--- src/rtl/fft_pkg.sv ---
// Shared FFT types, sizes, twiddles and the bit-reversal index helper.
// Used by fft_sample_loader (FFT_BITREV_EN selects DIT input order).
package fft_pkg;

  localparam int DATA_W_DEF = 16;
  localparam int N_PT_DEF   = 16;
  localparam int LOG2_N     = $clog2(N_PT_DEF);

  typedef logic signed [DATA_W_DEF-1:0] sample_t;

  typedef enum logic {
    IDLE = 1'b0,
    FILL = 1'b1
  } ld_state_t;

  // Q15 twiddles W16^k = cos - j*sin, k = 0..7
  localparam sample_t TW_RE [0:7] = '{
    16'sd32767, 16'sd30273, 16'sd23170, 16'sd12539,
    16'sd0, -16'sd12539, -16'sd23170, -16'sd30273
  };
  localparam sample_t TW_IM [0:7] = '{
    16'sd0, -16'sd12539, -16'sd23170, -16'sd30273,
    -16'sd32767, -16'sd30273, -16'sd23170, -16'sd12539
  };

  function automatic int unsigned bitrev(
    input int unsigned k,
    input int unsigned bits
  );
    int unsigned r;
    r = 0;
    for (int i = 0; i < 32; i++) begin
      if (i < bits) r[bits-1-i] = k[i];
    end
    return r;
  endfunction

endpackage

--- src/rtl/fft_sample_loader.sv ---
// Double-banked frame collector feeding the FFT x_re_i / valid_i.
// Define FFT_BITREV_EN to store arrival index k at bitrev(k).
module fft_sample_loader
  import fft_pkg::*;
#(
  parameter int DATA_W = DATA_W_DEF,
  parameter int N_PT   = N_PT_DEF
) (
  input  logic                     clk_i,
  input  logic                     rst_ni,
  input  logic                     in_valid_i,
  input  logic [DATA_W-1:0]        in_data_i,
  output logic                     in_ready_o,
  input  logic                     clear_i,
  output logic [DATA_W-1:0]        frame_o [0:N_PT-1],
  output logic                     frame_valid_o,
  output logic [$clog2(N_PT):0]    count_o
);

  localparam int IDX_W = $clog2(N_PT);
  localparam int CNT_W = IDX_W + 1;
  localparam logic [CNT_W-1:0] LAST = CNT_W'(N_PT - 1);

  ld_state_t         state_q, state_d;
  logic [CNT_W-1:0]  count_q, count_d;
  logic [DATA_W-1:0] fill_q [0:N_PT-1];
  logic [DATA_W-1:0] fill_d [0:N_PT-1];
  logic [DATA_W-1:0] out_q  [0:N_PT-1];
  logic [DATA_W-1:0] out_d  [0:N_PT-1];
  logic              fv_q, fv_d;
  logic              accept;
  logic              last;
  logic [IDX_W-1:0]  wr_idx;

  assign in_ready_o    = rst_ni & ~clear_i;
  assign accept        = in_valid_i & in_ready_o;
  assign last          = (state_q == FILL) && (count_q == LAST);
  assign frame_o       = out_q;
  assign frame_valid_o = fv_q;
  assign count_o       = count_q;

`ifdef FFT_BITREV_EN
  assign wr_idx = IDX_W'(bitrev(32'(count_q), IDX_W));
`else
  assign wr_idx = count_q[IDX_W-1:0];
`endif

  always_comb begin
    state_d = state_q;
    count_d = count_q;
    fill_d  = fill_q;
    out_d   = out_q;
    fv_d    = 1'b0;
    if (clear_i) begin
      state_d = IDLE;
      count_d = '0;
    end else if (accept) begin
      fill_d[wr_idx] = in_data_i;
      if (last) begin
        // hand the completed bank over, including this sample
        out_d   = fill_d;
        state_d = IDLE;
        count_d = '0;
        fv_d    = 1'b1;
      end else begin
        state_d = FILL;
        count_d = count_q + 1'b1;
      end
    end
  end

  always_ff @(posedge clk_i or negedge rst_ni) begin
    if (!rst_ni) begin
      state_q <= IDLE;
      count_q <= '0;
      fill_q  <= '{default: '0};
      out_q   <= '{default: '0};
      fv_q    <= 1'b0;
    end else begin
      state_q <= state_d;
      count_q <= count_d;
      fill_q  <= fill_d;
      out_q   <= out_d;
      fv_q    <= fv_d;
    end
  end

endmodule

--- config.mk ---
export PLATFORM = sky130hd
export DESIGN_NAME = fft_sample_loader
export DESIGN_NICKNAME = d
export VERILOG_FILES = /design/src/rtl/fft_pkg.sv /design/src/rtl/fft_sample_loader.sv
export SDC_FILE = /design/constraint.sdc
export NUM_CORES = 1
export LEC_CHECK = 0
export CORE_ASPECT_RATIO = 0.9
export CORE_MARGIN = 10
export CORE_UTILIZATION = 40
export DETAILED_ROUTE_END_ITERATION = 8
export PLACE_DENSITY_LB_ADDON = 0.08
export SKIP_CTS_REPAIR_TIMING = 1
export SLEW_MARGIN = 20
export SYNTH_ARGS = -nofsm -noshare
export SYNTH_HDL_FRONTEND = slang
export SYNTH_SLANG_ARGS = --single-unit
export TNS_END_PERCENT = 100
--- constraint.sdc ---
create_clock -name clk_i -period 5.05 [get_ports clk_i]
set_clock_uncertainty 0.15 [all_clocks]
set_input_delay 1.01 -clock clk_i [delete_from_list [all_inputs] [get_ports clk_i]]
set_output_delay 1.01 -clock clk_i [all_outputs]
set_load 0.02 [all_outputs]
==> results of run 1 <==
==> flip-flops by register name, summed over array words and instances, names as in the netlist <==
name / flops
count_o: 5
fill_q: 240
frame_o: 256
frame_valid_o: 1
state_q: 1
==> placed cells by master (no fill, tap or decap), types with 5 or more instances in the layout <==
cell type,Yosys,routed
buf_4,9,30
or4_1,16,16
clkbuf_1,54,16
clkbuf_8,0,10
mux2_2,650,650
ha_1,5,5
clkbuf_16,0,55
nand2_1,6,6
nor2_2,12,12
o21a_1,16,16
buf_2,29,5
dfrtp_1,503,503
clkinv_2,0,9
clkdlybuf4s50_1,0,276
mux2_1,70,70
==> cell type report <==
cell class / instances / area [sq um] / share of cell area, %
antenna: 2 / 5.005 / 0.01827
sequential: 503 / 12590 / 45.96
inverter: 3 / 11.26 / 0.04111
multi-input combinational: 821 / 9000 / 32.86
clock inverter: 15 / 158.9 / 0.5801
clock buffer: 81 / 1574 / 5.747
tap: 756 / 945.9 / 3.453
timing repair buffer: 316 / 3108 / 11.35
==> routing by layer <==
| layer | share of wire, % | vias up | wire length, um |
|---|---|---|---|
| met3 | 5.5 | 65 | 3110 |
| li1 | - | 5714 | - |
| met4 | 1.8 | 0 | 1014 |
| met2 | 47 | 224 | 26740 |
| met5 | 0 | - | 0 |
| met1 | 46 | 6783 | 25920 |
==> cell families (layout without fill, tap and decap cells) <==
kind of cell	Yosys count	after routing	share of synthesized area, %
AO/OA/AOI/OAI	24	24	0.7786
adder cells (fa/ha/maj)	5	5	0.2800
buffers and inverters	126	415	3.506
flip-flops	503	503	56.35
multiplexers	720	720	36.29
other	0	2	0
AND/OR/NAND/NOR	72	72	2.795
==> path summary, 6_finish.rpt <==
kind / slack [ns] / from / to / cells after the start
setup / recovery: 1.55 / clear_i / in_ready_o / 3
hold / removal: 0.20 / rst_ni / fill_q[242]$_DFFE_PN0P_ / 1
setup reg to reg: 1.64 / count_o[0]$_DFFE_PN0P_ / frame_o[126]$_DFFE_PN0P_ / 5
hold reg to reg: 0.33 / frame_o[82]$_DFFE_PN0P_ / frame_o[82]$_DFFE_PN0P_ / 1
max in group asynchronous: 2.45 / rst_ni / fill_q[21]$_DFFE_PN0P_ / 3
min in group clk_i: 0.33 / frame_o[82]$_DFFE_PN0P_ / frame_o[82]$_DFFE_PN0P_ / 1
==> report_power, final <==
group          total [mW]  internal [mW]  switching [mW]
logic               0.592          0.273           0.319
clock network        3.90           2.29            1.61
registers            4.24           4.17          0.0716
==> metrics by stage <==
step,area [sq um],util (%),power [mW]
global route,27390,49.34,9.101
global placement,25680,46.26,4.910
CTS,27410,49.37,8.882
floorplan,22340,-,4.620
finish,27390,49.35,8.738
detailed placement,25670,46.25,4.924
==> impl_metrics.py, run 1 <==
metrics = {
    "cts": {
        "clock_sinks": 503,
        "clkTransAtPathRegs_ns": 0.06,
        "root_buffer": "clkbuf_16",
        "clk_path_buf_depth": 3,
        "clkLatencyLatePin_ns": 0.59,
        "cts_buffers": 54,
        "cts_tree": "built",
        "htreeDepth": 2,
    },
    "global_route": {
        "met1_usage_pct": 22.92,
        "grt_pass1_vias": 13525,
        "grt_antenna_before_repair": 0,
        "grt_max_degree": 142,
        "met3_usage_pct": 4.029,
        "grt_busiest_layer": "met2",
        "grt_pass1_wl_um": 87470,
        "track_usage_pct": 17.05,
        "grt_overflow": 0,
        "use_met2_pct": 27.55,
    },
    "timing": {
        "setup_viol_count_final": 0,
        "rsz0062_at_grt": "false",
        "max_freq_mhz": 285.8,
        "slew_headroom_pct": 31.49,
        "hold_viol_final": 0,
        "finalCriticalPeriod_ns": 3.498,
        "slew_viol_final": 0,
        "holdWs_ns": 0.2011,
        "fin_crit_sh_pct": 69.28,
        "fin_ws_ns": 1.552,
        "worst_slew_pin_slew_ns": 1.027,
        "totalNegativeSetupSlack_ns": 0,
    },
    "drt": {
        "drc": 0,
        "ant_nets": 0,
        "wl_um": 56790,
        "drt_first_pass_iters": 4,
        "initialDrtViolationCount": 558,
        "vias": 12786,
        "detail_route.vias_per_cell": 5.121,
        "wl_per_cell_um": 22.74,
    },
    "setup_path": {
        "critical_path.max_fanout": 10,
        "critical-path-slowest-cell": "clkdlybuf4s50_1",
        "crit_family": "buffers and inverters",
        "cpPeakStageDelay_ns": 0.61,
        "crit_chain": "clkdlybuf4s50_1, nor2b_1, clkdlybuf4s50_1",
        "cp-start-kind": "input port",
        "crit_buf_inv": 2,
        "cp.arrival_ns": 2.34,
        "crit_required_ns": 3.89,
        "crit_path_end_kind": "output port",
        "cpMostUsedCell": "clkdlybuf4s50_1",
        "setup.worst_path.class": "in2out",
    },
    "floorplan": {
        "die_w_um": 269.1,
        "io_pins": 283,
        "core-area_sq_um": 55510,
        "die_height_um": 244.2,
        "dieArea_sq_um": 65710,
        "start_util_pct": 40.25,
        "num_rows": 82,
    },
    "logic_synthesis": {
        "synthTopCellsByArea": "dfrtp_1 56%, mux2_2 33%, mux2_1 3.5%",
        "synth_area_leader_cell": "dfrtp_1",
        "avgSynthCellArea_sq_um": 15.41,
        "ys_seq_area_share_pct": 56.35,
        "ys_warn_count": 0,
        "synth_nets": 1475,
        "yosys.area.top_type_share_pct": 56.35,
        "synthTopCellsByCount": "650 x mux2_2, 503 x dfrtp_1, 70 x mux2_1",
        "synth_area_sq_um": 22340,
        "ys_ff_latch": 503,
        "synth.distinct_cells": 37,
        "synthCells": 1450,
        "synthFlopType": "dfrtp_1",
        "synth_edf_count": 0,
        "yosysMostFrequentCell": "mux2_2",
        "synthArstFlopShare_pct": 100.0,
    },
    "layout": {
        "nNetsFinal": 1724,
        "syn2layout_area_growth_pct": 22.61,
        "finalNonFillerCells": 2497,
        "post_route_cells_drive_above_1_share_pct": 46.18,
        "n_fill_cell": 4840,
    },
    "pwr": {
        "power.leakage_nw": 13.18,
        "power.density_nw_per_um2": 319.0,
        "max-vdd-ir-drop_mv": 0.2505,
    },
    "placed_design": {
        "dpl.hpwl_um": 36890,
        "place_ws_ns": 1.201,
        "place_inst": 2399,
        "gp_congestion": 0.7541,
        "port_buffers": 282,
    },
    "job": {
        "maxCapViolations": 0,
    },
    "min_path": {
        "min_path_type": "in2async",
    },
    "outcome": {
        "status": "completed",
    },
}
No activity file was read; power rests on OpenSTA's default activity.
==> run 2, diff against run 1 <==
==> constraint.sdc (replaced) <==
create_clock -name clk_i -period 3.3 [get_ports clk_i]
set_clock_uncertainty 0.15 [all_clocks]
set_input_delay 0.66 -clock clk_i [delete_from_list [all_inputs] [get_ports clk_i]]
set_output_delay 0.66 -clock clk_i [all_outputs]
set_load 0.02 [all_outputs]
==> run 2 against run 1 <==
Sequential cell count unchanged; largest power group unchanged; highest routed layer unchanged; combinational power up 58%; setup slack worse by 1.3 ns.
==> impl_metrics.py, run 2 (synthesized netlist as in run 1, its figures left out) <==
metrics = {
    "drt": {
        "ant_nets": 0,
        "initialDrtViolationCount": 445,
        "vias": 12668,
        "wl_um": 56790,
        "drc": 0,
        "detail_route.vias_per_cell": 5.007,
        "wl_per_cell_um": 22.45,
        "drt_first_pass_iters": 4,
    },
    "placed_design": {
        "gp_congestion": 0.7546,
        "dpl.hpwl_um": 37860,
        "port_buffers": 282,
    },
    "timing": {
        "slew_viol_final": 0,
        "max_freq_mhz": 331.6,
        "worst_slew_pin_slew_ns": 0.9876,
        "rsz0062_at_grt": "false",
        "fin_crit_sh_pct": 91.39,
        "totalNegativeSetupSlack_ns": 0,
        "hold_viol_final": 0,
        "finalCriticalPeriod_ns": 3.016,
        "slew_headroom_pct": 34.16,
        "setup_viol_count_final": 0,
    },
    "setup_path": {
        "cp.arrival_ns": 2.21,
        "cpPeakStageDelay_ns": 0.61,
        "critical-path-slowest-cell": "clkdlybuf4s50_1",
        "reg2reg_depth": 5,
        "crit_chain": "dlygate4sd3_1, buf_8, nor2b_1, clkdlybuf4s50_1",
        "setup.worst_path.class": "in2out",
        "r2r-start": "count_o[0]$_DFFE_PN0P_",
        "critPathLaunch": "rst_ni",
        "crit_path_end_kind": "output port",
        "cp-start-kind": "input port",
        "crit_required_ns": 2.49,
        "critical_path.max_fanout": 18,
    },
    "global_route": {
        "track_usage_pct": 17.23,
        "grt_pass1_wl_um": 88780,
        "grt_pass1_vias": 13840,
        "grt_max_degree": 140,
        "grt_antenna_before_repair": 0,
        "grt_overflow": 0,
    },
    "outcome": {
        "status": "completed",
    },
    "pwr": {
        "p_seq_share_pct": 48.0,
        "max-vdd-ir-drop_mv": 0.3594,
        "internal_power_mw": 10.44,
        "comb_power_share_pct": 6.9,
        "p_sw_share_pct": 22.93,
        "p_clk_share_pct": 45.1,
        "finalPower_mw": 13.54,
        "p_switching_mw": 3.106,
        "power.leakage_nw": 13.41,
        "power.density_nw_per_um2": 487.2,
    },
    "min_path": {
        "min_path_type": "in2async",
    },
    "cts": {
        "clk_path_buf_depth": 3,
        "root_buffer": "clkbuf_16",
        "clock_sinks": 503,
        "clkTransAtPathRegs_ns": 0.06,
        "htreeDepth": 2,
        "cts_tree": "built",
        "clkLatencyLatePin_ns": 0.59,
        "cts_buffers": 54,
    },
    "floorplan": {
        "dieArea_sq_um": 65710,
        "io_pins": 283,
        "die_w_um": 269.1,
        "start_util_pct": 40.25,
        "die_height_um": 244.2,
        "core-area_sq_um": 55510,
        "num_rows": 82,
    },
    "layout": {
        "layout_common_cells": "650 x mux2_2, 503 x dfrtp_1, 281 x clkdlybuf4s50_1, 70 x mux2_1, 57 x clkbuf_16",
        "final_common_cell": "mux2_2",
        "nNetsFinal": 1754,
        "syn2layout_area_growth_pct": 24.44,
        "post_route_cells_drive_above_1_share_pct": 47.10,
        "largest_register_ffs": 256,
    },
    "job": {
        "maxCapViolations": 0,
    },
}
run 2: changes by cell type in the layout (fill, tap and decap cells not counted), sizes merged:
| cell | delta |
|---|---|
| clkdlybuf4s50 | +5 |
| buf | +24 |
| clkbuf | +2 |
| diode | -1 |
| inv | -1 |
| clkinv | +4 |
| bufinv | -1 |
| dlygate4sd3 | +1 |
run 2: worst max-delay path, delay by kind of cell:
kind / cells / cell delay, ns
and+or+nand+nor: 1 / 0.15
buffers and inverters: 3 / 1.37
run 2: worst paths after layout:
path                                       endpoint  slack (ns)
max                                      in_ready_o        0.28
max reg2reg                frame_o[165]$_DFFE_PN0P_        0.66
min                         frame_o[52]$_DFFE_PN0P_        0.33
min in group clk_i         frame_o[116]$_DFFE_PN0P_        0.33
min reg2reg                frame_o[116]$_DFFE_PN0P_        0.33
max in group asynchronous  frame_o[102]$_DFFE_PN0P_        1.00
run 2: layer usage:
layer,track usage [%],vias up,wire length [um]
met2,28.63,233,27230
met4,3.952,0,867
met3,3.873,66,3101
met1,22.66,6618,25590
li1,-,5751,-
met5,0,-,0
run 2: final cells by class:
cell class | instances | area [sq um]
fill | 4752 | 27710
clock inverter | 17 | 140.1
multi-input combinational | 821 | 9000
clock buffer | 83 | 1664
inverter | 3 | 11.26
tap | 756 | 945.9
timing repair buffer | 346 | 3448
antenna | 1 | 2.502
sequential | 503 | 12590
run 2: metrics by stage:
stage	hold WS [ns]	setup WS (ns)	instances	utilization [%]	area, sq um
2_1_floorplan	0.2144	0.7806	1450	-	22340
3_5_place_dp	0.3251	0.2954	2428	46.81	25980
5_1_grt	0.3143	0.2316	2529	50.08	27800
3_3_place_gp	0.3198	0.3283	2428	46.81	25980
6_report	0.3284	0.2843	2530	50.08	27800
4_1_cts	-0.3005	0.5575	2528	50.06	27790
run 2: power by group through the flow:
stage	combinational, mW	sequential, mW	clock, mW
5_1_grt	1.03	6.52	6.55
3_5_place_dp	0.963	6.61	0
2_1_floorplan	0.418	6.65	0
4_1_cts	0.966	6.50	6.30
3_3_place_gp	0.947	6.60	0
6_report	0.937	6.50	6.11
==> run 3, diff against run 2 <==
--- a/config.mk
+++ b/config.mk
@@ -9,7 +9,7 @@
 export CORE_MARGIN = 10
 export CORE_UTILIZATION = 40
 export DETAILED_ROUTE_END_ITERATION = 8
-export PLACE_DENSITY_LB_ADDON = 0.08
+export PLACE_DENSITY = 0.65
 export SKIP_CTS_REPAIR_TIMING = 1
 export SLEW_MARGIN = 20
 export SYNTH_ARGS = -nofsm -noshare
==> run 3 against run 2 <==
Non-clock buffer count is 7 lower; wire length fell by 1.8%; first-iteration DRC count up 26%; count of clock-buffer cells in the layout fell by 2; die area unchanged; fmax is 0.80% lower; sequential share of layout area about the same; critical endpoint unchanged; highest routed layer unchanged.
==> impl_metrics.py, run 3 (synthesized netlist as in run 1, its figures left out) <==
metrics = {
    "setup_path": {
        "setup.worst_path.class": "in2out",
        "critical-path-slowest-cell": "clkdlybuf4s50_1",
        "crit_chain": "dlygate4sd3_1, buf_8, nor2b_1, clkdlybuf4s50_1",
        "r2r-start": "count_o[0]$_DFFE_PN0P_",
        "critPathLaunch": "rst_ni",
        "cp-start-kind": "input port",
        "cpPeakStageDelay_ns": 0.62,
        "crit_path_end_kind": "output port",
        "cp.arrival_ns": 2.23,
        "crit_required_ns": 2.49,
        "critical_path.max_fanout": 18,
        "crit_family": "buffers and inverters",
        "crit_buf_inv": 3,
    },
    "drt": {
        "detail_route.vias_per_cell": 5.021,
        "drc": 0,
        "wl_um": 55770,
        "ant_nets": 0,
        "wl_per_cell_um": 22.14,
        "vias": 12648,
        "drt_first_pass_iters": 4,
        "initialDrtViolationCount": 560,
    },
    "placed_design": {
        "dpl.hpwl_um": 37330,
        "port_buffers": 282,
        "post_dp_cell_area_sq_um": 25920,
        "place_inst": 2421,
        "gp_congestion": 0.7505,
    },
    "layout": {
        "diodes": 0,
        "largest_register_ffs": 256,
        "finalNonFillerCells": 2519,
        "nNetsFinal": 1748,
        "finalInstanceArea_sq_um": 27790,
        "final_common_cell": "mux2_2",
        "post_route_cells_drive_above_1_share_pct": 46.68,
        "layout_common_cells": "650 x mux2_2, 503 x dfrtp_1, 281 x clkdlybuf4s50_1, 70 x mux2_1, 57 x clkbuf_16",
        "syn2layout_area_growth_pct": 24.40,
    },
    "outcome": {
        "status": "completed",
    },
    "cts": {
        "clkLatencyLatePin_ns": 0.59,
        "root_buffer": "clkbuf_16",
        "cts_tree": "built",
        "cts_buffers": 55,
        "htreeDepth": 2,
        "clkTransAtPathRegs_ns": 0.06,
        "clock_sinks": 503,
        "clk_path_buf_depth": 3,
    },
    "global_route": {
        "track_usage_pct": 16.82,
        "grt_overflow": 0,
        "grt_pass1_wl_um": 87260,
        "grt_antenna_before_repair": 0,
        "grt_max_degree": 139,
        "grt_pass1_vias": 13740,
    },
    "floorplan": {
        "start_util_pct": 40.25,
        "die_w_um": 269.1,
        "die_height_um": 244.2,
        "core-area_sq_um": 55510,
        "io_pins": 283,
        "num_rows": 82,
        "dieArea_sq_um": 65710,
    },
    "timing": {
        "fin_crit_sh_pct": 92.13,
        "slew_headroom_pct": 35.99,
        "worst_slew_pin_slew_ns": 0.9602,
        "rsz0062_at_grt": "false",
        "hold_viol_final": 0,
        "max_freq_mhz": 328.9,
        "finalCriticalPeriod_ns": 3.040,
        "slew_viol_final": 0,
        "totalNegativeSetupSlack_ns": 0,
        "setup_viol_count_final": 0,
    },
    "pwr": {
        "max-vdd-ir-drop_mv": 0.3496,
        "power.leakage_nw": 13.37,
        "power.density_nw_per_um2": 493.5,
        "finalPower_mw": 13.72,
    },
    "min_path": {
        "hp-start": "frame_o[148]$_DFFE_PN0P_",
        "min_path_type": "reg2reg",
    },
    "job": {
        "maxCapViolations": 0,
    },
}
-- run 3: cell types whose count changed in the layout (fill, tap and decap cells not counted), moves of 2 or more --
cell	delta
clkbuf_8	-4
clkbuf_1	+2
clkinv_2	-7
buf_4	-7
bufinv_16	+4
-- run 3: stage by stage --
| stage | utilization (%) | hold slack [ns] | setup WS [ns] |
|---|---|---|---|
| CTS | 50.04 | -0.3032 | 0.3673 |
| global placement | 46.69 | 0.3181 | 0.3321 |
| finish | 50.07 | 0.3347 | 0.2599 |
| detailed placement | 46.69 | 0.3269 | 0.2854 |
| floorplan | - | 0.2144 | 0.7806 |
| global route | 50.07 | 0.3501 | 0.1643 |
-- run 3: worst paths after layout --
kind	cells after the start	slack (ns)	end
max	4	0.26	in_ready_o
max reg2reg	5	0.63	frame_o[94]$_DFFE_PN0P_
min reg2reg	1	0.33	frame_o[148]$_DFFE_PN0P_
min in group asynchronous	2	0.35	fill_q[239]$_DFFE_PN0P_
max in group asynchronous	4	0.96	frame_o[43]$_DFFE_PN0P_
min	1	0.33	frame_o[148]$_DFFE_PN0P_
-- run 3: power breakdown --
group | total (mW) | switching [mW] | internal [mW]
Combinational | 0.925 | 0.493 | 0.433
Clock | 6.29 | 2.46 | 3.84
Sequential | 6.50 | 0.112 | 6.38
-- run 3: final cells by class --
type	count	area (sq um)
Clock buffer	81	1617
Fill cell	4745	27720
Inverter	3	11.26
Tap cell	756	945.9
Clock inverter	16	241.5
Sequential cell	503	12590
Multi-Input combinational cell	821	9000
Timing Repair Buffer	339	3387
-- run 3: metal layers --
metal	vias up	wire [um]	GRT usage (%)
met5	-	0	0
met4	0	823	3.753
met3	68	3057	4.059
met2	249	26260	27.48
met1	6593	25630	22.39
li1	5738	-	-
-- run 3: worst reg2reg max path: stages, from the launching register on --
cell and delay [ns]:
dfrtp_1 0.48, inv_1 0.13, ha_1 0.42, nand3b_2 0.58, mux2_2 0.53, mux2_2 0.27
